File: src/rtl/muldiv_unit.sv
// Iterative MULT/MULTU/DIV/DIVU engine that owns the HI/LO registers and stalls EX while busy.
// Define MULDIV_FAST_MUL_EN to form products with a single-cycle multiplier (IDLE -> FIX -> IDLE).
module muldiv_unit #(
   parameter int WIDTH = 32,
   parameter int CNT_W = 6
) (
   input  logic             clk,
   input  logic             rst_n,
   input  logic             req,
   input  logic [5:0]       funct,
   input  logic [WIDTH-1:0] rs_data,
   input  logic [WIDTH-1:0] rt_data,
   input  logic             flush,
   output logic             stall,
   output logic             busy,
   output logic             done,
   output logic [WIDTH-1:0] hi,
   output logic [WIDTH-1:0] lo
);

   localparam logic [5:0] F_MTHI = 6'h11;
   localparam logic [5:0] F_MTLO = 6'h13;

   typedef enum logic [1:0] {S_IDLE, S_RUN, S_FIX} state_t;

   state_t                 state_q, state_d;
   logic [CNT_W-1:0]       cnt_q;
   logic [2*WIDTH-1:0]     acc_q;
   logic [WIDTH-1:0]       a_q, b_q;
   logic                   sign_a_q, sign_b_q, div_q, done_q;

   logic                   accept, is_md, is_signed, last_iter;
   logic [WIDTH-1:0]       rs_mag, rt_mag;
   logic [WIDTH:0]         mul_sum, rem_sh, div_diff;
   logic [2*WIDTH-1:0]     mul_next, div_next, prod, prod_s;
   logic [WIDTH-1:0]       quot, rem, res_hi, res_lo;

   assign accept    = (state_q == S_IDLE) && req && !flush;
   assign is_md     = (funct[5:2] == 4'b0110);
   assign is_signed = !funct[0];
   assign last_iter = (cnt_q == CNT_W'(WIDTH - 1));
   assign rs_mag    = (is_signed && rs_data[WIDTH-1]) ? -rs_data : rs_data;
   assign rt_mag    = (is_signed && rt_data[WIDTH-1]) ? -rt_data : rt_data;

   assign busy  = (state_q != S_IDLE);
   assign stall = busy && req;
   assign done  = done_q;

   // One radix-2 step: multiplier bits shift out of the low half as the product grows in the high half
   assign mul_sum  = {1'b0, acc_q[2*WIDTH-1:WIDTH]} + {1'b0, a_q};
   assign mul_next = acc_q[0] ? {mul_sum, acc_q[WIDTH-1:1]} : {1'b0, acc_q[2*WIDTH-1:1]};
   assign rem_sh   = {acc_q[2*WIDTH-1:WIDTH], acc_q[WIDTH-1]};
   assign div_diff = rem_sh - {1'b0, b_q};
   assign div_next = div_diff[WIDTH] ? {rem_sh[WIDTH-1:0], acc_q[WIDTH-2:0], 1'b0}
                                     : {div_diff[WIDTH-1:0], acc_q[WIDTH-2:0], 1'b1};

   always_comb begin
      state_d = state_q;
      case (state_q)
         S_IDLE: begin
            if (accept && is_md) begin
`ifdef MULDIV_FAST_MUL_EN
               state_d = funct[1] ? S_RUN : S_FIX;
`else
               state_d = S_RUN;
`endif
            end
         end
         S_RUN: begin
            if (flush)
               state_d = S_IDLE;
            else if (last_iter)
               state_d = S_FIX;
         end
         S_FIX:   state_d = S_IDLE;
         default: state_d = S_IDLE;
      endcase
   end

   always_comb begin
      prod = acc_q;
`ifdef MULDIV_FAST_MUL_EN
      prod = {{WIDTH{1'b0}}, a_q} * {{WIDTH{1'b0}}, b_q};
`endif
      prod_s = (sign_a_q ^ sign_b_q) ? -prod : prod;
      quot   = acc_q[WIDTH-1:0];
      rem    = acc_q[2*WIDTH-1:WIDTH];
      res_hi = prod_s[2*WIDTH-1:WIDTH];
      res_lo = prod_s[WIDTH-1:0];
      if (div_q) begin
         // Divide by zero hands back the dividend exactly as it arrived, rebuilt from its magnitude
         if (b_q == '0) begin
            res_lo = '1;
            res_hi = sign_a_q ? -a_q : a_q;
         end else begin
            res_lo = (sign_a_q ^ sign_b_q) ? -quot : quot;
            res_hi = sign_a_q ? -rem : rem;
         end
      end
   end

   always_ff @(posedge clk or negedge rst_n) begin
      if (!rst_n)
         state_q <= S_IDLE;
      else
         state_q <= state_d;
   end

   always_ff @(posedge clk or negedge rst_n) begin
      if (!rst_n) begin
         cnt_q    <= '0;
         acc_q    <= '0;
         a_q      <= '0;
         b_q      <= '0;
         sign_a_q <= 1'b0;
         sign_b_q <= 1'b0;
         div_q    <= 1'b0;
         done_q   <= 1'b0;
         hi       <= '0;
         lo       <= '0;
      end else begin
         done_q <= 1'b0;
         case (state_q)
            S_IDLE: begin
               if (accept) begin
                  if (funct == F_MTHI) hi <= rs_data;
                  if (funct == F_MTLO) lo <= rs_data;
                  if (is_md) begin
                     a_q      <= rs_mag;
                     b_q      <= rt_mag;
                     sign_a_q <= is_signed && rs_data[WIDTH-1];
                     sign_b_q <= is_signed && rt_data[WIDTH-1];
                     div_q    <= funct[1];
                     acc_q    <= funct[1] ? {{WIDTH{1'b0}}, rs_mag} : {{WIDTH{1'b0}}, rt_mag};
                     cnt_q    <= '0;
                  end
               end
            end
            S_RUN: begin
               if (flush) begin
                  cnt_q <= '0;
               end else begin
                  acc_q <= div_q ? div_next : mul_next;
                  cnt_q <= last_iter ? '0 : cnt_q + CNT_W'(1);
               end
            end
            S_FIX: begin
               if (!flush) begin
                  hi     <= res_hi;
                  lo     <= res_lo;
                  done_q <= 1'b1;
               end
            end
            default: ;
         endcase
      end
   end

endmodule
File: config.mk
export PLATFORM = sky130hd
export DESIGN_NAME = muldiv_unit
export DESIGN_NICKNAME = d
export VERILOG_FILES = /design/src/rtl/muldiv_unit.sv
export SDC_FILE = /design/constraint.sdc
export NUM_CORES = 1
export LEC_CHECK = 0
export CAP_MARGIN = 20
export CORE_MARGIN = 2
export CORE_UTILIZATION = 40
export CTS_BUF_LIST = sky130_fd_sc_hd__clkbuf_8
export CTS_CLUSTER_DIAMETER = 50
export DETAILED_ROUTE_END_ITERATION = 8
export SETUP_SLACK_MARGIN = 0.15
export SYNTH_ARGS = -nofsm -noshare
export SYNTH_HDL_FRONTEND = slang
export SYNTH_SLANG_ARGS = --single-unit
File: constraint.sdc
create_clock -name clk -period 2.9 [get_ports clk]
set_input_delay 0.435 -clock clk [delete_from_list [all_inputs] [get_ports clk]]
set_output_delay 0.435 -clock clk [all_outputs]
set_load 0.005 [all_outputs]
=== Word-level counts from Yosys, hierarchy flattened ===
Cells that the tools add are included.

* Multiplexer cells: 37
* $add $sub $neg: 9
* Reductions and logical operators: 19
* Bitwise gates (word level): 1
* Equality and inequality tests: 14

{| class="wikitable"
|+ Operators by type and width
! kind !! number
|-
| two-way mux 32 bit || 16
|-
| two-way mux 64 bit || 7
|-
| negator 32 bit || 5
|-
| one-hot mux 32 bit (2 select lines) || 2
|-
| one-hot mux 64 bit (2 select lines) || 1
|-
| negator 64 bit || 1
|-
| adder 32 x 32 -> 33 bit || 1
|-
| subtractor 33 x 32 -> 33 bit || 1
|-
| zero test 32 bit || 1
|-
| two-way mux 6 bit || 4
|-
| == test 6 x 5 -> 1 bit (second input constant) || 3
|-
| one-hot mux 6 bit (2 select lines) || 1
|-
| AND reduction 4 bit || 3
|-
| inequality test 2 bit (second input constant) || 4
|-
| adder 6 x 1 -> 6 bit (second input constant) || 1
|-
| logical AND 1 bit || 6
|-
| two-way mux 2 bit || 3
|-
| inequality test 2 x 1 -> 1 bit (second input constant) || 3
|-
| AND reduction 3 bit || 2
|-
| nonzero test 2 bit || 3
|-
| == test 4 x 3 -> 1 bit (second input constant) || 1
|-
| one-hot mux 2 bit (2 select lines) || 1
|-
| inequality test 3 bit (second input constant) || 1
|-
| == test 2 x 1 -> 1 bit (second input constant) || 1
|-
| other kinds (6) || 8
|}

* Logic and storage cells: 91
* Register bits after elaboration: 204

=== Longest topological paths before layout ===
* Depth after elaboration: 7
* Depth in mapped cells: 14
* Gate-level depth less buffers: 12

=== Worst setup path after synthesis ===
No wires, ideal clock.

* Kind: reg2reg
* Start: register acc_q[31]
* End: register acc_q[49]
* Buffers on the path: 1
* Cell stages (with the launch flop): 14
* Data arrival time: 2.946 ns
* Path slack: -0.181 ns
* Library setup time: 0.135 ns
* Clock period less this slack: 3.081 ns
* Required time: 2.765 ns
* Path through: dfrtp_1 inv_1 ha_1 fa_1 nor2b_1 o2111ai_1 nand4_1 and3_1 a41oi_1 xnor2_1 clkbuf_1 mux2_2 a22oi_1 o211ai_1

* Word-level cells in the longest chain between the ends: 5

{| class="wikitable"
|+ RTL lines
! what !! line !! RTL
|-
| start, declared || 28 || <nowiki>logic [2*WIDTH-1:0] acc_q;</nowiki>
|-
| start signal, assigned || 134 || <nowiki>acc_q <= funct[1] ? {{WIDTH{1'b0}}, rs_mag} : {{WIDTH{1'b0}}, rt_mag};</nowiki>
|-
| start signal, assigned || 143 || <nowiki>acc_q <= div_q ? div_next : mul_next;</nowiki>
|-
| subtractor 33 x 32 -> 33 bit || 53 || <nowiki>assign div_diff = rem_sh - {1'b0, b_q};</nowiki>
|-
| two-way mux 64 bit || 54 || <nowiki>assign div_next = div_diff[WIDTH] ? {rem_sh[WIDTH-1:0], acc_q[WIDTH-2:0], 1'b0}</nowiki>
|-
| two-way mux 64 bit || 143 ||
|-
| two-way mux 64 bit || 140 || <nowiki>if (flush) begin</nowiki>
|-
| one-hot mux 64 bit (2 select lines) || 123 || <nowiki>case (state_q)</nowiki>
|}

Every way passes these cells. The select of a mux whose other input is x is not followed.
A chain may end at the register's enable or synchronous reset.

=== Final worst setup path ===
* Start: register b_q[29]
* End: register acc_q[35]

* Word-level cells in the longest chain between the ends: 5

{| class="wikitable"
|+ RTL lines
! what !! line !! RTL
|-
| start, declared || 29 || <nowiki>logic [WIDTH-1:0] a_q, b_q;</nowiki>
|-
| start signal, assigned || 130 || <nowiki>b_q <= rt_mag;</nowiki>
|-
| subtractor 33 x 32 -> 33 bit || 53 ||
|-
| two-way mux 64 bit || 54 ||
|-
| two-way mux 64 bit || 143 ||
|-
| two-way mux 64 bit || 140 ||
|-
| one-hot mux 64 bit (2 select lines) || 123 ||
|}

Every way passes these cells. The select of a mux whose other input is x is not followed.

==> impl_metrics.py <==
metrics = {
    "floorplanning": {
        "initial_core_util_pct": 40.4,
        "die_w_um": 215,
        "core_um2": 43900,
        "die_area_um2": 46000,
        "ioPinCount": 141,
        "num_rows": 77,
        "die_h_um": 215,
    },
    "logic_synthesis": {
        "avgSynthCellArea_um2": 7.69,
        "ys_types": 83,
        "ys.flop_type": "dfrtp_1",
        "ys_async_sr_fraction_pct": 100,
        "yosys_warnings": 0,
        "synth_xor_area_share_pct": 10.7,
        "synth-seq-cells": 204,
        "synth_top_family_by_area": "compound AO/OA/AOI/OAI gates",
        "synth_adder_area_share_pct": 5.17,
        "syn_area_um2": 17700,
        "yosys.area_share.simple_pct": 19.9,
        "netlist_instances": 2305,
        "synth-edff-count": 0,
        "muxShareOfSynthArea_pct": 4.08,
        "syn_nets": 2451,
        "yosysSeqAreaShare_pct": 28.8,
        "synth-compound-area-share_pct": 26.3,
    },
    "setup_path": {
        "rr_endpoint": "acc_q[35]",
        "end_kind": "flop",
        "reg2reg_from": "b_q[29]",
        "worstPathRequired_ns": 3.44,
        "ff2ff_path_depth": 14,
        "cp.arrival_ns": 3.62,
        "rrSetupSlack_ns": -0.18,
        "criticalPathCategory": "reg2reg",
        "cp_max_fo": 8,
        "start_kind": "flop",
    },
    "clocking": {
        "clock-sinks": 204,
        "cts_root_buffer": "clkbuf_8",
        "cts_tree": "yes",
        "htreeDepth": 2,
        "clk_latency_ns": 0.63,
        "path_clk_slew_ns": 0.06,
        "cts_made_buffers": 41,
        "cts_buffer_depth": 3,
    },
    "sta": {
        "period_share_pct": 106,
        "skew_ns": 0.0292,
        "finalWorstSetupSlack_ns": -0.181,
        "setup_viol": 27,
        "worst_pin_slew_ns": 0.735,
        "fin_crit_ns": 3.08,
        "drv_slew": 0,
        "rsz0062_at_grt": "yes",
        "finalHoldViolations": 0,
        "slew_headroom_pct": 51.0,
        "max_freq_mhz": 325,
    },
    "place": {
        "dp_hpwl_um": 62200,
        "port_buffers": 140,
        "place_congestion": 0.961,
        "place_ws_ns": -0.343,
        "placed_area_um2": 23000,
        "dp.cells": 3344,
    },
    "global_route": {
        "grt_max_degree": 87,
        "gr-total-overflow": 0,
        "grt_pass1_wl_um": 119000,
        "antenna_found_initial": 1,
        "grt_usage_pct": 33.7,
        "grt_pass1_vias": 20000,
    },
    "power": {
        "ir_worst_vdd_v": 0.000535,
        "power.leakage_nw": 11.2,
        "powerDensity_nw_per_um2": 912,
        "total_power_mw": 23.2,
    },
    "flow_run": {
        "cap_violations": 0,
    },
    "detailed_routing": {
        "ant_nets": 0,
        "vias": 20300,
        "vias_per_cell": 5.86,
        "drt_first_iter_violations": 2148,
        "drc": 0,
        "routedWlPerCell_um": 23.0,
        "drt_first_pass_iters": 6,
        "drt-total-wl_um": 79500,
    },
    "hold_path": {
        "min_path_type": "in2async",
    },
    "final_layout": {
        "stdcell_count": 3462,
        "finish.instance_area_um2": 25400,
        "layout-drive-gt1-share_pct": 27.7,
        "postLayoutCoreUtil_pct": 57.9,
        "antenna_cells": 0,
        "area_delta_synth_final_pct": 43.4,
        "finalNetCount": 2984,
    },
    "outcome": {
        "status": "complete, but fails checks",
        "failed_checks": "negative setup slack",
    },
}
==> cell families after synthesis <==
logic type / Yosys count
AOI/OAI and AO/OA: 757
xor gates and xnor gates: 217
adders and majority gates: 72
buffers and inverters: 234
DFF: 204
muxes: 70
and+or+nand+nor: 751
==> critical path, stage by stage (launching register included) <==
cell,delay (ns)
dfrtp_1,0.39
inv_1,0.24
ha_4,0.27
nand4_1,0.15
buf_4,0.16
nor3_1,0.05
a22oi_1,0.17
o2111ai_2,0.22
a41oi_4,0.24
xnor2_2,0.14
buf_6,0.15
buf_12,0.14
clkinvlp_4,0.15
o31a_1,0.34
o221ai_2,0.17
==> flip-flops by register name, indices dropped and copies added, names as in the netlist <==
signal	count
hi	32
cnt_q	6
sign_a_q	1
div_q	1
sign_b_q	1
lo	32
acc_q	64
a_q	32
b_q	32
done	1
state_q	2
==> per-stage QoR <==
| stage | hold slack, ns | TNS [ns] |
|---|---|---|
| after floorplan | 0.139 | 0 |
| after global placement | 0.469 | -4.72 |
| after detailed placement | 0.471 | -6.80 |
| after CTS | 0.442 | -0.456 |
| after global routing | 0.487 | -5.28 |
| final | 0.427 | -1.91 |
==> cell type report <==
class                   count  area (µm²)
inverters                  69         270
clock inverters            27         251
repair buffers            655        5570
multi-input cells        1867       12800
fillers                  4138       18500
well taps                 592         741
clock buffers              48         661
flip-flops and latches    204        5120
==> cell usage after synthesis (all sizes together) (7+ instances only) <==
master / n / area (µm²)
a211o: 7 / 61.3
a211oi: 35 / 263
a21o: 25 / 188
a21oi: 203 / 1020
a22o: 11 / 96.3
a31oi: 38 / 238
and2: 13 / 81.3
and3: 19 / 119
buf: 30 / 129
clkbuf: 135 / 507
dfrtp: 204 / 5100
ha: 70 / 876
inv: 69 / 259
mux2: 8 / 90.1
mux2i: 61 / 611
nand2: 299 / 1120
nand2b: 26 / 170
nand3: 29 / 145
nand4: 18 / 113
nor2: 168 / 633
nor2b: 29 / 181
nor3: 55 / 280
nor3b: 10 / 80.1
nor4: 28 / 200
o211ai: 32 / 240
o21a: 14 / 105
o21ai: 237 / 1190
o21bai: 7 / 52.6
o221ai: 10 / 87.6
o22ai: 38 / 238
o31ai: 31 / 233
o41ai: 14 / 149
or2: 8 / 50.1
or3: 25 / 156
or4: 16 / 131
xnor2: 132 / 1160
xor2: 85 / 744
==> cell usage in the layout, fill, tap and decap left out, types with 28 or more instances in the layout <==
master / instances
buf_4: 472
nand2_1: 291
o21ai_0: 197
dfrtp_1: 191
a21oi_1: 184
nor2_1: 159
clkdlybuf4s50_1: 139
xnor2_1: 127
xor2_1: 81
inv_1: 69
mux2i_1: 60
ha_1: 58
clkbuf_8: 49
nor3_1: 45
o22ai_1: 37
a31oi_1: 35
o211ai_1: 32
nand3_1: 28
==> how the worst max path moves through the flow <==
| stage | cells after the start | end | start | slack [ns] |
|---|---|---|---|---|
| 2_1_floorplan | 13 | acc_q[49] | acc_q[31] | 0.05 |
| 3_3_place_gp | 9 | acc_q[27] | rt_data[9] | -0.25 |
| 3_5_place_dp | 11 | acc_q[31] | rt_data[9] | -0.34 |
| 4_1_cts | 14 | acc_q[63] | b_q[0] | -0.05 |
| 5_1_grt | 12 | acc_q[62] | acc_q[43] | -0.24 |
| 6_report | 14 | acc_q[35] | b_q[29] | -0.18 |
==> per-layer routing <==
| metal | share of wire, % | GRT usage, % |
|---|---|---|
| met2 | 47 | 55.3 |
| met1 | 41 | 43.1 |
| met4 | 4.6 | 15.2 |
| met5 | 0 | 0 |
| met3 | 7.7 | 6.16 |
==> timing repair <==
| item | CTS | global route |
|---|---|---|
| endpoints found under the hold margin | 73 | 0 |
| endpoints found under the setup margin | 63 | 71 |
| pin swaps | 78 | 59 |
| hold buffers | 1 | 0 |
| gates resized for setup | 155 | 100 |
| cloned | 1 | 0 |
| buffers inserted | 29 | 12 |
==> where the power goes <==
group / internal (mW) / total, mW / switching (mW) / leakage [nW]
Clock: 1.89 / 3.39 / 1.50 / 0.500
Combinational: 7.39 / 15.6 / 8.21 / 8.05
Sequential: 3.47 / 4.19 / 0.719 / 2.63
Note: power is estimated with default switching activity, not from simulation.
